==> src/rtl/dmem_arbiter_if.sv <==
// Signal bundle between dmem_arbiter, its two word requesters and data_memory.
// The arbiter takes the slave view; requesters and memory together take the master view.
interface dmem_arbiter_if;
   logic        req0;
   logic        req1;
   logic        we0;
   logic        we1;
   logic [31:0] addr0;
   logic [31:0] addr1;
   logic [31:0] wdata0;
   logic [31:0] wdata1;
   logic        ack0;
   logic        ack1;
   logic        err0;
   logic        err1;
   logic [31:0] rdata0;
   logic [31:0] rdata1;
   logic        busy;
   logic [31:0] mem_address;
   logic [31:0] mem_write_data;
   logic        mem_read;
   logic        mem_write;
   logic [31:0] mem_out;

   modport slave (
      input  req0, req1, we0, we1, addr0, addr1, wdata0, wdata1, mem_out,
      output ack0, ack1, err0, err1, rdata0, rdata1, busy,
             mem_address, mem_write_data, mem_read, mem_write
   );

   modport master (
      output req0, req1, we0, we1, addr0, addr1, wdata0, wdata1, mem_out,
      input  ack0, ack1, err0, err1, rdata0, rdata1, busy,
             mem_address, mem_write_data, mem_read, mem_write
   );
endinterface

==> src/rtl/dmem_arbiter.sv <==
// Round-robin two-port arbiter in front of a single-port big-endian byte memory.
// Every output is a register; the memory strobes exist only during the one ACCESS cycle.
module dmem_arbiter #(
   parameter int unsigned DEPTH = 128
) (
   input  logic          clk,
   input  logic          rst_n,
   dmem_arbiter_if.slave bus
);

   typedef enum logic [1:0] {
      IDLE   = 2'd0,
      ACCESS = 2'd1,
      RESP   = 2'd2
   } state_t;

   localparam logic [31:0] LAST_WORD = 32'(DEPTH - 4);

   // Word-aligned and fully inside memory; compared unsigned on 32 bits so it cannot wrap.
   function automatic logic addr_legal(input logic [31:0] a);
      return (a[1:0] == 2'b00) && (a <= LAST_WORD);
   endfunction

   state_t      state_r, state_s;
   logic        last_r, last_s;
   logic [1:0]  done_r, done_s;
   logic        gnt_r, gnt_s;
   logic        we_r, we_s;
   logic [1:0]  ack_r, ack_s;
   logic [1:0]  err_r, err_s;
   logic [31:0] rdata0_r, rdata0_s;
   logic [31:0] rdata1_r, rdata1_s;
   logic        busy_r, busy_s;
   logic [31:0] mem_address_r, mem_address_s;
   logic [31:0] mem_wdata_r, mem_wdata_s;
   logic        mem_read_r, mem_read_s;
   logic        mem_write_r, mem_write_s;

   logic [1:0]  elig_s;
   logic [1:0]  set_done_s;
   logic        pick_s;
   logic        sel_we_s;
   logic [31:0] sel_addr_s;
   logic [31:0] sel_wdata_s;
   logic [31:0] word_s;

   // Next-state, grant selection and next values of every registered output.
   always_comb begin
      state_s       = state_r;
      last_s        = last_r;
      gnt_s         = gnt_r;
      we_s          = we_r;
      ack_s         = 2'b00;
      err_s         = 2'b00;
      rdata0_s      = 32'd0;
      rdata1_s      = 32'd0;
      mem_address_s = 32'd0;
      mem_wdata_s   = 32'd0;
      mem_read_s    = 1'b0;
      mem_write_s   = 1'b0;
      set_done_s    = 2'b00;
      word_s        = 32'd0;

      elig_s      = {bus.req1, bus.req0} & ~done_r;
      pick_s      = (elig_s == 2'b11) ? ~last_r : elig_s[1];
      sel_we_s    = pick_s ? bus.we1    : bus.we0;
      sel_addr_s  = pick_s ? bus.addr1  : bus.addr0;
      sel_wdata_s = pick_s ? bus.wdata1 : bus.wdata0;

      case (state_r)
         IDLE: begin
            if (elig_s != 2'b00) begin
               gnt_s  = pick_s;
               last_s = pick_s;
               we_s   = sel_we_s;
               if (addr_legal(sel_addr_s)) begin
                  state_s       = ACCESS;
                  mem_address_s = sel_addr_s;
                  mem_wdata_s   = sel_wdata_s;
                  mem_read_s    = ~sel_we_s;
                  mem_write_s   = sel_we_s;
               end else begin
                  // Rejected: skip memory entirely and answer next cycle.
                  state_s        = RESP;
                  ack_s[pick_s]  = 1'b1;
                  err_s[pick_s]  = 1'b1;
               end
            end else begin
               state_s = IDLE;
            end
         end
         ACCESS: begin
            state_s      = RESP;
            ack_s[gnt_r] = 1'b1;
            if (we_r) begin
               word_s = 32'd0;
            end else begin
               word_s = bus.mem_out;
            end
            if (gnt_r) begin
               rdata1_s = word_s;
            end else begin
               rdata0_s = word_s;
            end
         end
         RESP: begin
            state_s           = IDLE;
            set_done_s[gnt_r] = 1'b1;
         end
         default: begin
            state_s = IDLE;
         end
      endcase

      // A dropped request always clears its done flag, even on the completing edge.
      done_s = {bus.req1, bus.req0} & (done_r | set_done_s);
      busy_s = (state_s != IDLE);
   end

   // State and output registers with synchronous active-low reset.
   always_ff @(posedge clk) begin
      if (!rst_n) begin
         state_r       <= IDLE;
         last_r        <= 1'b1;
         done_r        <= 2'b00;
         gnt_r         <= 1'b0;
         we_r          <= 1'b0;
         ack_r         <= 2'b00;
         err_r         <= 2'b00;
         rdata0_r      <= 32'd0;
         rdata1_r      <= 32'd0;
         busy_r        <= 1'b0;
         mem_address_r <= 32'd0;
         mem_wdata_r   <= 32'd0;
         mem_read_r    <= 1'b0;
         mem_write_r   <= 1'b0;
      end else begin
         state_r       <= state_s;
         last_r        <= last_s;
         done_r        <= done_s;
         gnt_r         <= gnt_s;
         we_r          <= we_s;
         ack_r         <= ack_s;
         err_r         <= err_s;
         rdata0_r      <= rdata0_s;
         rdata1_r      <= rdata1_s;
         busy_r        <= busy_s;
         mem_address_r <= mem_address_s;
         mem_wdata_r   <= mem_wdata_s;
         mem_read_r    <= mem_read_s;
         mem_write_r   <= mem_write_s;
      end
   end

   assign bus.ack0           = ack_r[0];
   assign bus.ack1           = ack_r[1];
   assign bus.err0           = err_r[0];
   assign bus.err1           = err_r[1];
   assign bus.rdata0         = rdata0_r;
   assign bus.rdata1         = rdata1_r;
   assign bus.busy           = busy_r;
   assign bus.mem_address    = mem_address_r;
   assign bus.mem_write_data = mem_wdata_r;
   assign bus.mem_read       = mem_read_r;
   assign bus.mem_write      = mem_write_r;

endmodule

==> src/flat_wrapper.sv <==
// flat-port wrapper written by rule: the top's interface ports become plain ports
module dmem_arbiter_flat 
#(
   parameter int unsigned DEPTH = 128
)
  (clk, rst_n, bus_req0, bus_req1, bus_we0, bus_we1, bus_addr0, bus_addr1, bus_wdata0, bus_wdata1, bus_mem_out, bus_ack0, bus_ack1, bus_err0, bus_err1, bus_rdata0, bus_rdata1, bus_busy, bus_mem_address, bus_mem_write_data, bus_mem_read, bus_mem_write);
  dmem_arbiter_if bus_i ();
  input  logic clk;
  input  logic rst_n;
  input wire logic [$bits(bus_i.req0)-1:0] bus_req0;
  input wire logic [$bits(bus_i.req1)-1:0] bus_req1;
  input wire logic [$bits(bus_i.we0)-1:0] bus_we0;
  input wire logic [$bits(bus_i.we1)-1:0] bus_we1;
  input wire logic [$bits(bus_i.addr0)-1:0] bus_addr0;
  input wire logic [$bits(bus_i.addr1)-1:0] bus_addr1;
  input wire logic [$bits(bus_i.wdata0)-1:0] bus_wdata0;
  input wire logic [$bits(bus_i.wdata1)-1:0] bus_wdata1;
  input wire logic [$bits(bus_i.mem_out)-1:0] bus_mem_out;
  output wire logic [$bits(bus_i.ack0)-1:0] bus_ack0;
  output wire logic [$bits(bus_i.ack1)-1:0] bus_ack1;
  output wire logic [$bits(bus_i.err0)-1:0] bus_err0;
  output wire logic [$bits(bus_i.err1)-1:0] bus_err1;
  output wire logic [$bits(bus_i.rdata0)-1:0] bus_rdata0;
  output wire logic [$bits(bus_i.rdata1)-1:0] bus_rdata1;
  output wire logic [$bits(bus_i.busy)-1:0] bus_busy;
  output wire logic [$bits(bus_i.mem_address)-1:0] bus_mem_address;
  output wire logic [$bits(bus_i.mem_write_data)-1:0] bus_mem_write_data;
  output wire logic [$bits(bus_i.mem_read)-1:0] bus_mem_read;
  output wire logic [$bits(bus_i.mem_write)-1:0] bus_mem_write;
  assign bus_i.req0 = bus_req0;
  assign bus_i.req1 = bus_req1;
  assign bus_i.we0 = bus_we0;
  assign bus_i.we1 = bus_we1;
  assign bus_i.addr0 = bus_addr0;
  assign bus_i.addr1 = bus_addr1;
  assign bus_i.wdata0 = bus_wdata0;
  assign bus_i.wdata1 = bus_wdata1;
  assign bus_i.mem_out = bus_mem_out;
  assign bus_ack0 = bus_i.ack0;
  assign bus_ack1 = bus_i.ack1;
  assign bus_err0 = bus_i.err0;
  assign bus_err1 = bus_i.err1;
  assign bus_rdata0 = bus_i.rdata0;
  assign bus_rdata1 = bus_i.rdata1;
  assign bus_busy = bus_i.busy;
  assign bus_mem_address = bus_i.mem_address;
  assign bus_mem_write_data = bus_i.mem_write_data;
  assign bus_mem_read = bus_i.mem_read;
  assign bus_mem_write = bus_i.mem_write;
  dmem_arbiter #(.DEPTH(DEPTH)) u_core (.clk(clk), .rst_n(rst_n), .bus(bus_i));
endmodule
==> config.mk <==
export PLATFORM = sky130hd
export DESIGN_NAME = dmem_arbiter_flat
export DESIGN_NICKNAME = d
export VERILOG_FILES = /design/src/rtl/dmem_arbiter_if.sv /design/src/rtl/dmem_arbiter.sv /design/src/flat_wrapper.sv
export SDC_FILE = /design/constraint.sdc
export NUM_CORES = 1
export LEC_CHECK = 0
export ABC_AREA = 1
export BUFFER_PORTS_ARGS = -buffer_cell sky130_fd_sc_hd__buf_2
export CAP_MARGIN = 20
export CORE_AREA = 2 2 117 119
export CTS_CLUSTER_DIAMETER = 150
export CTS_CLUSTER_SIZE = 28
export DETAILED_ROUTE_END_ITERATION = 8
export DIE_AREA = 0 0 119 121
export PLACE_DENSITY_LB_ADDON = 0.08
export SYNTH_ARGS = -nofsm -noshare
export SYNTH_HDL_FRONTEND = slang
export SYNTH_SLANG_ARGS = --single-unit
==> constraint.sdc <==
create_clock -name clk -period 5 [get_ports clk]
set_clock_uncertainty 0.2 [all_clocks]
set_input_delay 0.25 -clock clk [delete_from_list [all_inputs] [get_ports clk]]
set_output_delay 0.25 -clock clk [all_outputs]
set_load 0.02 [all_outputs]
==> results of run 1 <==
[final timing paths]
kind | end | slack, ns | cells after the start
min | u_core.bus.mem_write$_SDFF_PN0_ | 0.05 | 3
min reg2reg | u_core.bus.busy$_SDFF_PN0_ | 0.33 | 2
max | u_core.bus.mem_write_data[22]$_SDFF_PN0_ | 1.34 | 14
max reg2reg | u_core.bus.mem_write_data[22]$_SDFF_PN0_ | 1.45 | 13
[power by group]
part	total [mW]	switching [mW]	internal [mW]	leakage [nW]
Sequential	1.16	0.00530	1.15	1.16
Clock	1.34	0.473	0.869	0.306
Combinational	0.352	0.175	0.177	3.31
Total	2.85	0.653	2.20	4.77
[logic make-up (layout without fill, tap and decap cells)]
kind of cell | Yosys count | in the layout | share of synthesized area
AND/OR/NAND/NOR | 326 | 326 | 0.2981
flip-flops | 142 | 142 | 0.5602
buffers and inverters | 141 | 556 | 0.1171
AO/OA/AOI/OAI | 13 | 13 | 0.01405
multiplexers | 5 | 5 | 0.009862
other | 1 | 27 | 0.0007389
[stage by stage]
stage               cell area, um^2  hold WS, ns  utilization  setup slack (ns)  power, mW
global placement               6751       0.2851       0.5160             1.486      1.442
detailed placement             6751       0.2921       0.5160             1.421      1.441
CTS                            8484      0.02476       0.6484             1.306      2.874
global route                   8484      0.06192       0.6484            0.9910      2.968
finish                         8484      0.04692       0.6484             1.338      2.849
floorplan                      5172       0.1486            -             3.264      1.343
[state kept, by name (all words and copies together) (netlist names)]
signal                     count
u_core.bus.mem_write           1
u_core.bus.rdata0             32
u_core.bus.mem_write_data     32
u_core.ack_r                   2
u_core.bus.mem_address        32
u_core.last_r                  1
u_core.bus.busy                1
u_core.state_r                 2
u_core.err_r                   2
u_core.bus.mem_read            1
u_core.bus.rdata1             32
u_core.done_r                  2
u_core.we_r                    1
u_core.gnt_r                   1
[Yosys cell counts, drive strengths merged, types with 5 or more instances]
| cell type | n | area, um^2 |
|---|---|---|
| buf | 13 | 113.9 |
| clkbuf | 18 | 67.56 |
| dfxtp | 142 | 2843 |
| inv | 110 | 412.9 |
| mux2i | 5 | 50.05 |
| nand2 | 177 | 671.9 |
| nand3 | 5 | 42.54 |
| nand3b | 21 | 157.7 |
| nor2 | 58 | 314.0 |
| nor3 | 64 | 320.3 |
| o21ai | 9 | 45.04 |
[what timing repair did]
action                                 4_1_cts  5_1_grt
hold buffers                               109        0
gates resized for setup                      0        0
endpoints found under the hold margin      106        0
[routing by layer]
metal / vias up / part of all wire / global-route usage
li1: 2703 / - / -
met1: 2224 / 0.39 / 0.2088
met2: 217 / 0.51 / 0.3933
met3: 19 / 0.087 / 0.08506
met4: 0 / 0.016 / 0.06920
met5: - / 0 / 0
[worst max-delay path, cell delays in order]
cell and delay (ns):
dlygate4sd3_1 0.52, buf_2 0.15, nand3_4 0.26, nand2_4 0.29, buf_4 0.47, nand2_1 0.10
o21ai_1 0.10, nand2_1 0.06, nor2_1 0.09, nand2_1 0.07, nor2_2 0.12, nand3_2 0.71
buf_4 0.48, nor2_1 0.09
[final cells by class]
class	count	area (um^2)
Fill cell	1118	4601
Sequential cell	142	2844
Timing Repair Buffer	414	2630
Multi-Input combinational cell	371	1735
Clock buffer	21	460.4
Inverter	110	412.9
Tap cell	176	220.2
Clock inverter	11	181.4
==> metrics.md, run 1 <==
| Metric | Value |
|---|---|
| Outcome | complete, no violations |
| Tcrit/Tclk final | 0.7324 |
| Worst Path Required | between 5 and 6 ns |
| Core area | 13,090 um^2 |
| Synthesized area | 5075 um^2 |
| DIE WIDTH | 119 um |
| DRT Pass-1 Iters | 4 |
| Largest net degree at the start of global routing | 66 |
| Post-synth EDFFs | 0 |
| Max_cap viols | 0 |
| Critical Path Sink Type | flop |
| # setup viols final | 0 |
| Synth Register Bits | between 100 and 150 |
| Total die area | 14,400 um^2 |
| Crit start category | input port |
| Area Overhead vs Synth | 67.18% |
| Root Buffer | clkbuf_16 |
| Via count | just over 5,000 |
| Global-route wire length before repair | 23,680 um |
| CTS buffer count | 17 |
| Placed Cells | 1,104 |
| Vias in the first global route | slightly above 5,000 |
| Number of nets at the end of the flow | 1,222 |
| Share of cells above drive strength 1 | 0.3499 |
| Most common library cell in the layout ignoring fill and taps | buf_2 |
| Routability congestion estimate | 0.8627 |
| CTS tree | yes |
| Hold Startpoint | bus_we1 |
| RSZ-0062 raised after global routing | no |
| Post-DRT Antenna Nets | 0 |
| Avg Cell Area, Syn | 8.081 um^2 |
| Crit-path max FO | 52 |
| Pleak | 4.774 nW |
| Initial core utilization | 0.3878 |
| Gr usage total | 0.2094 |
| Maximum clock path buffer count | 2 |
| Drt wl/cell | 12.14 um |
| Row count | 42 |
| Pwr per Cell Area | 335.8 nW/um^2 |
| Die height | between 100 and 150 um |
| Synth warn | 0 |
| Worst rel slew slack | 0.3802 |
| Total Wirelength | 15,110 um |
| Ys flop type | dfxtp_1 |
| Register area share after synthesis | 0.5602 |
| Vias per cell | 4.147 |
| CP arrival | 3.81 ns |
| Clock latency on the worst-skew pair | ~0.41 ns |
| Antenna Cells | 0 |
| Initial antenna violation count | 0 |
| Post-route insts no fill | around 1,200 |
| Buffers on Ports | 300 |
| Most frequent cells in the layout | 300 x buf_2, 176 x nand2_1, 141 x dfxtp_1 |
| DRC | 0 |
| Count of different cell masters after synthesis | 26 |
| Clock sink count | 142 |
| Fraction of registers with async set/reset | 0 |
| # IOs | roughly 300 |
| Critical path class | input port to flop |
| Minimum clock period | ~3.7 ns |
| Clock slew at reported path FFs | 0.06 ns |
| Final Hold Fails | 0 |
| DRT iter0 DRCs | 261 |
| CTS H-tree depth | 4 |
| Post-Synthesis Cells | 628 |
| Gr ovfl total | 0 |
| Peak VDD IR | about 230 uV |
| Slew @ Worst Pin | 0.9286 ns |
| Reg-to-Reg Start | u_core.done_r[0]$_SDFF_PN0_ |
| Post-CTS setup buffers | 0 |
| Max Slew Vio Count | 0 |
| Peak Freq | 273.1 MHz |
| CP Launch Point | bus_req0 |
| Hold Path Class | input port to flop |
| Setup TNS | 0 ns |
| Final HPWL DP | 10,320 um |
No activity file was read; power rests on OpenSTA's default activity.
==> inputs of run 2 (changes only) <==
--- a/config.mk
+++ b/config.mk
@@ -8,11 +8,11 @@
 export ABC_AREA = 1
 export BUFFER_PORTS_ARGS = -buffer_cell sky130_fd_sc_hd__buf_2
 export CAP_MARGIN = 20
-export CORE_AREA = 2 2 117 119
+export CORE_AREA = 2 2 115 117
 export CTS_CLUSTER_DIAMETER = 150
 export CTS_CLUSTER_SIZE = 28
 export DETAILED_ROUTE_END_ITERATION = 8
-export DIE_AREA = 0 0 119 121
+export DIE_AREA = 0 0 117 119
 export PLACE_DENSITY_LB_ADDON = 0.08
 export SYNTH_ARGS = -nofsm -noshare
 export SYNTH_HDL_FRONTEND = slang
==> constraint.sdc (replaced) <==
create_clock -name clk -period 3.4 [get_ports clk]
set_clock_uncertainty 0.2 [all_clocks]
set_input_delay 0.17 -clock clk [delete_from_list [all_inputs] [get_ports clk]]
set_output_delay 0.17 -clock clk [all_outputs]
set_load 0.02 [all_outputs]
==> metrics.md, run 2 (synthesis gave the netlist of run 1 again) <==
| Metric | Value |
|---|---|
| Pwr per Cell Area | 481.3 nW/um^2 (+43%) |
| Delay-heaviest family, CP | buffers and inverters |
| Final HPWL DP | 9578 um (-7.2%) |
| Pleak | 4.754 nW (-0.42%) |
| Drt wl/cell | 11.43 um (-5.8%) |
| CP max stage delay | 0.55 ns (-0.16 ns) |
| Minimum clock period | 2.959 ns |
| Clock sink count | 142 (unchanged) |
| Most frequent cells in the layout | 300 x buf_2, 176 x nand2_1, 141 x dfxtp_1 |
| Busiest grt layer | met2 |
| CTS tree | yes |
| CTS H-tree depth | 4 (unchanged) |
| Clock slew at reported path FFs | 0.06 ns (about the same) |
| Maximum clock path buffer count | 2 (unchanged) |
| Slew @ Worst Pin | 0.6976 ns (-0.2310 ns) |
| Hold_buf cts | 110 (+0.92%) |
| Via count | 5,120 (-0.83%) |
| Tot Pwr | 4.067 mW (+43%) |
| DRT Pass-1 Iters | 4 (unchanged) |
| FF-to-FF path depth | 9 (-4) |
| Most common library cell in the layout ignoring fill and taps | buf_2 |
| Max_cap viols | 0 (unchanged) |
| Cts repair resizes | 0 (unchanged) |
| DRT iter0 DRCs | 224 (-14%) |
| Worst path slowest cell | dlygate4sd3_1 |
| CP arrival | 3.10 ns (-0.71 ns) |
| Hold Path Class | input port to flop |
| Worst rel slew slack | 0.5350 (+0.1547) |
| CTS buffer count | 17 (unchanged) |
| Die height | 119 um (-1.7%) |
| DIE WIDTH | 117 um (-1.7%) |
| Crit start category | input port |
| Vias in the first global route | 4,883 (-6.0%) |
| Gr usage total | 0.2061 (-0.003266) |
| DRC | 0 (unchanged) |
| Initial antenna violation count | 0 (unchanged) |
| Outcome | complete, no violations |
| Final Util | 0.6564 (+0.007962) |
| Tcrit/Tclk final | 0.8703 |
| Max Slew Vio Count | 0 (unchanged) |
| Setup TNS | 0 ns (unchanged) |
| Peak Freq | approximately 340 MHz |
| Routability congestion estimate | 0.8359 (-3.1%) |
| Buffers on Ports | 300 (unchanged) |
| Vias per cell | 4.109 (-0.91%) |
| Largest net degree at the start of global routing | 70 (+6.1%) |
| Share of cells above drive strength 1 | 0.3486 (-0.001262) |
| Root Buffer | clkbuf_16 |
| Cell count along the critical path | 12 (-2) |
| Post-DRT Antenna Nets | 0 (unchanged) |
| Hold Crit Depth | 4 (+1) |
| Number of nets at the end of the flow | 1,223 (+0.082%) |
| Crit-path max FO | 69 (+33%) |
| Final Hold Fails | 0 (unchanged) |
| Total Wirelength | 14,250 um (-5.7%) |
| Clock latency on the worst-skew pair | 0.41 ns (about the same) |
| Critical Path Sink Type | flop |
| RSZ-0062 raised after global routing | no |
| Fillers | 1,111 (-0.63%) |
| Met2 usage in global routing | 0.3667 (-0.02663) |
| Global-route wire length before repair | 22,250 um (-6.0%) |
| # setup viols final | 0 (unchanged) |
| Post-CTS setup buffers | 0 (unchanged) |
| CP cell instances | dlygate4sd3_1 -> buf_2 -> inv_1 -> nor2_8 -> nand2_4 -> inv_2 -> buf_4 -> nand2_1 -> nand2_1 -> dlygate4sd3_1 -> inv_1 -> nor2_1 |
| Core area | 12,870 um^2 (-1.6%) |
| Area Overhead vs Synth | 66.52% |
| M1 GR Usage | 0.2073 (-0.001531) |
| GR Layer Usage met3 | 0.08295 (-0.002105) |
| Area of the multi-input gates | 1735 um^2 (unchanged) |
| Gr ovfl total | 0 (unchanged) |
| Total die area | 13,920 um^2 (-3.3%) |
| # IOs | 301 (unchanged) |
| Critical path class | input port to flop |
| Worst Path Required | 3.54 ns (-1.61 ns) |
| WP buf/inv | 7 (+3) |
| Row count | 42 (unchanged) |
| Antenna Cells | 0 (unchanged) |
| Storage cell area | 2844 um^2 (unchanged) |
| Peak VDD IR | 318.9 uV (+40%) |
| Initial core utilization | 0.3942 (+0.006332) |
## run 2: path summary, 6_finish.rpt
path | startpoint | to | slack, ns
setup / recovery | bus_req1 | u_core.bus.mem_write_data[30]$_SDFF_PN0_ | 0.44
hold / removal | bus_we0 | u_core.bus.mem_write$_SDFF_PN0_ | 0.07
setup reg to reg | u_core.done_r[1]$_SDFF_PN0_ | u_core.bus.mem_write_data[30]$_SDFF_PN0_ | 0.53
hold reg to reg | u_core.state_r[0]$_SDFF_PN0_ | u_core.bus.busy$_SDFF_PN0_ | 0.33
## run 2: routing by layer
| layer | vias to the layer above | wire length [um] |
|---|---|---|
| li1 | 2707 | - |
| met1 | 2181 | 5468 |
| met2 | 204 | 7046 |
| met3 | 28 | 1355 |
| met4 | 0 | 377 |
| met5 | - | 0 |
## run 2: worst reg2reg max path, stage by stage, from the launching register on
cell	delay, ns
dfxtp_1	0.36
nor2_8	0.33
nand2_4	0.46
inv_2	0.21
buf_4	0.36
nand2_1	0.13
nand2_1	0.08
dlygate4sd3_1	0.55
inv_1	0.05
nor2_1	0.09
## run 2: where the power goes
part / internal, mW / switching, mW
combinational: 0.262 / 0.241
clock: 1.16 / 0.695
sequential: 1.69 / 0.0191
total: 3.11 / 0.955
## run 2: stage by stage
step	cells	setup slack [ns]	area, um^2	hold WS [ns]
floorplan	654	1.664	5172	0.06864
global placement	1104	0.7604	6751	0.2067
detailed placement	1104	0.7033	6751	0.2007
CTS	1246	0.4379	8451	0.05748
global route	1246	0.2025	8451	0.1134
finish	1246	0.4410	8451	0.07435
## run 2: area by class of cell
type                            instances  share of cell area
Multi-Input combinational cell        371              0.2054
Clock buffer                           20             0.05167
Tap cell                              176             0.02606
Inverter                              110             0.04886
Sequential cell                       142              0.3365
Timing Repair Buffer                  415              0.3124
Clock inverter                         12             0.01910
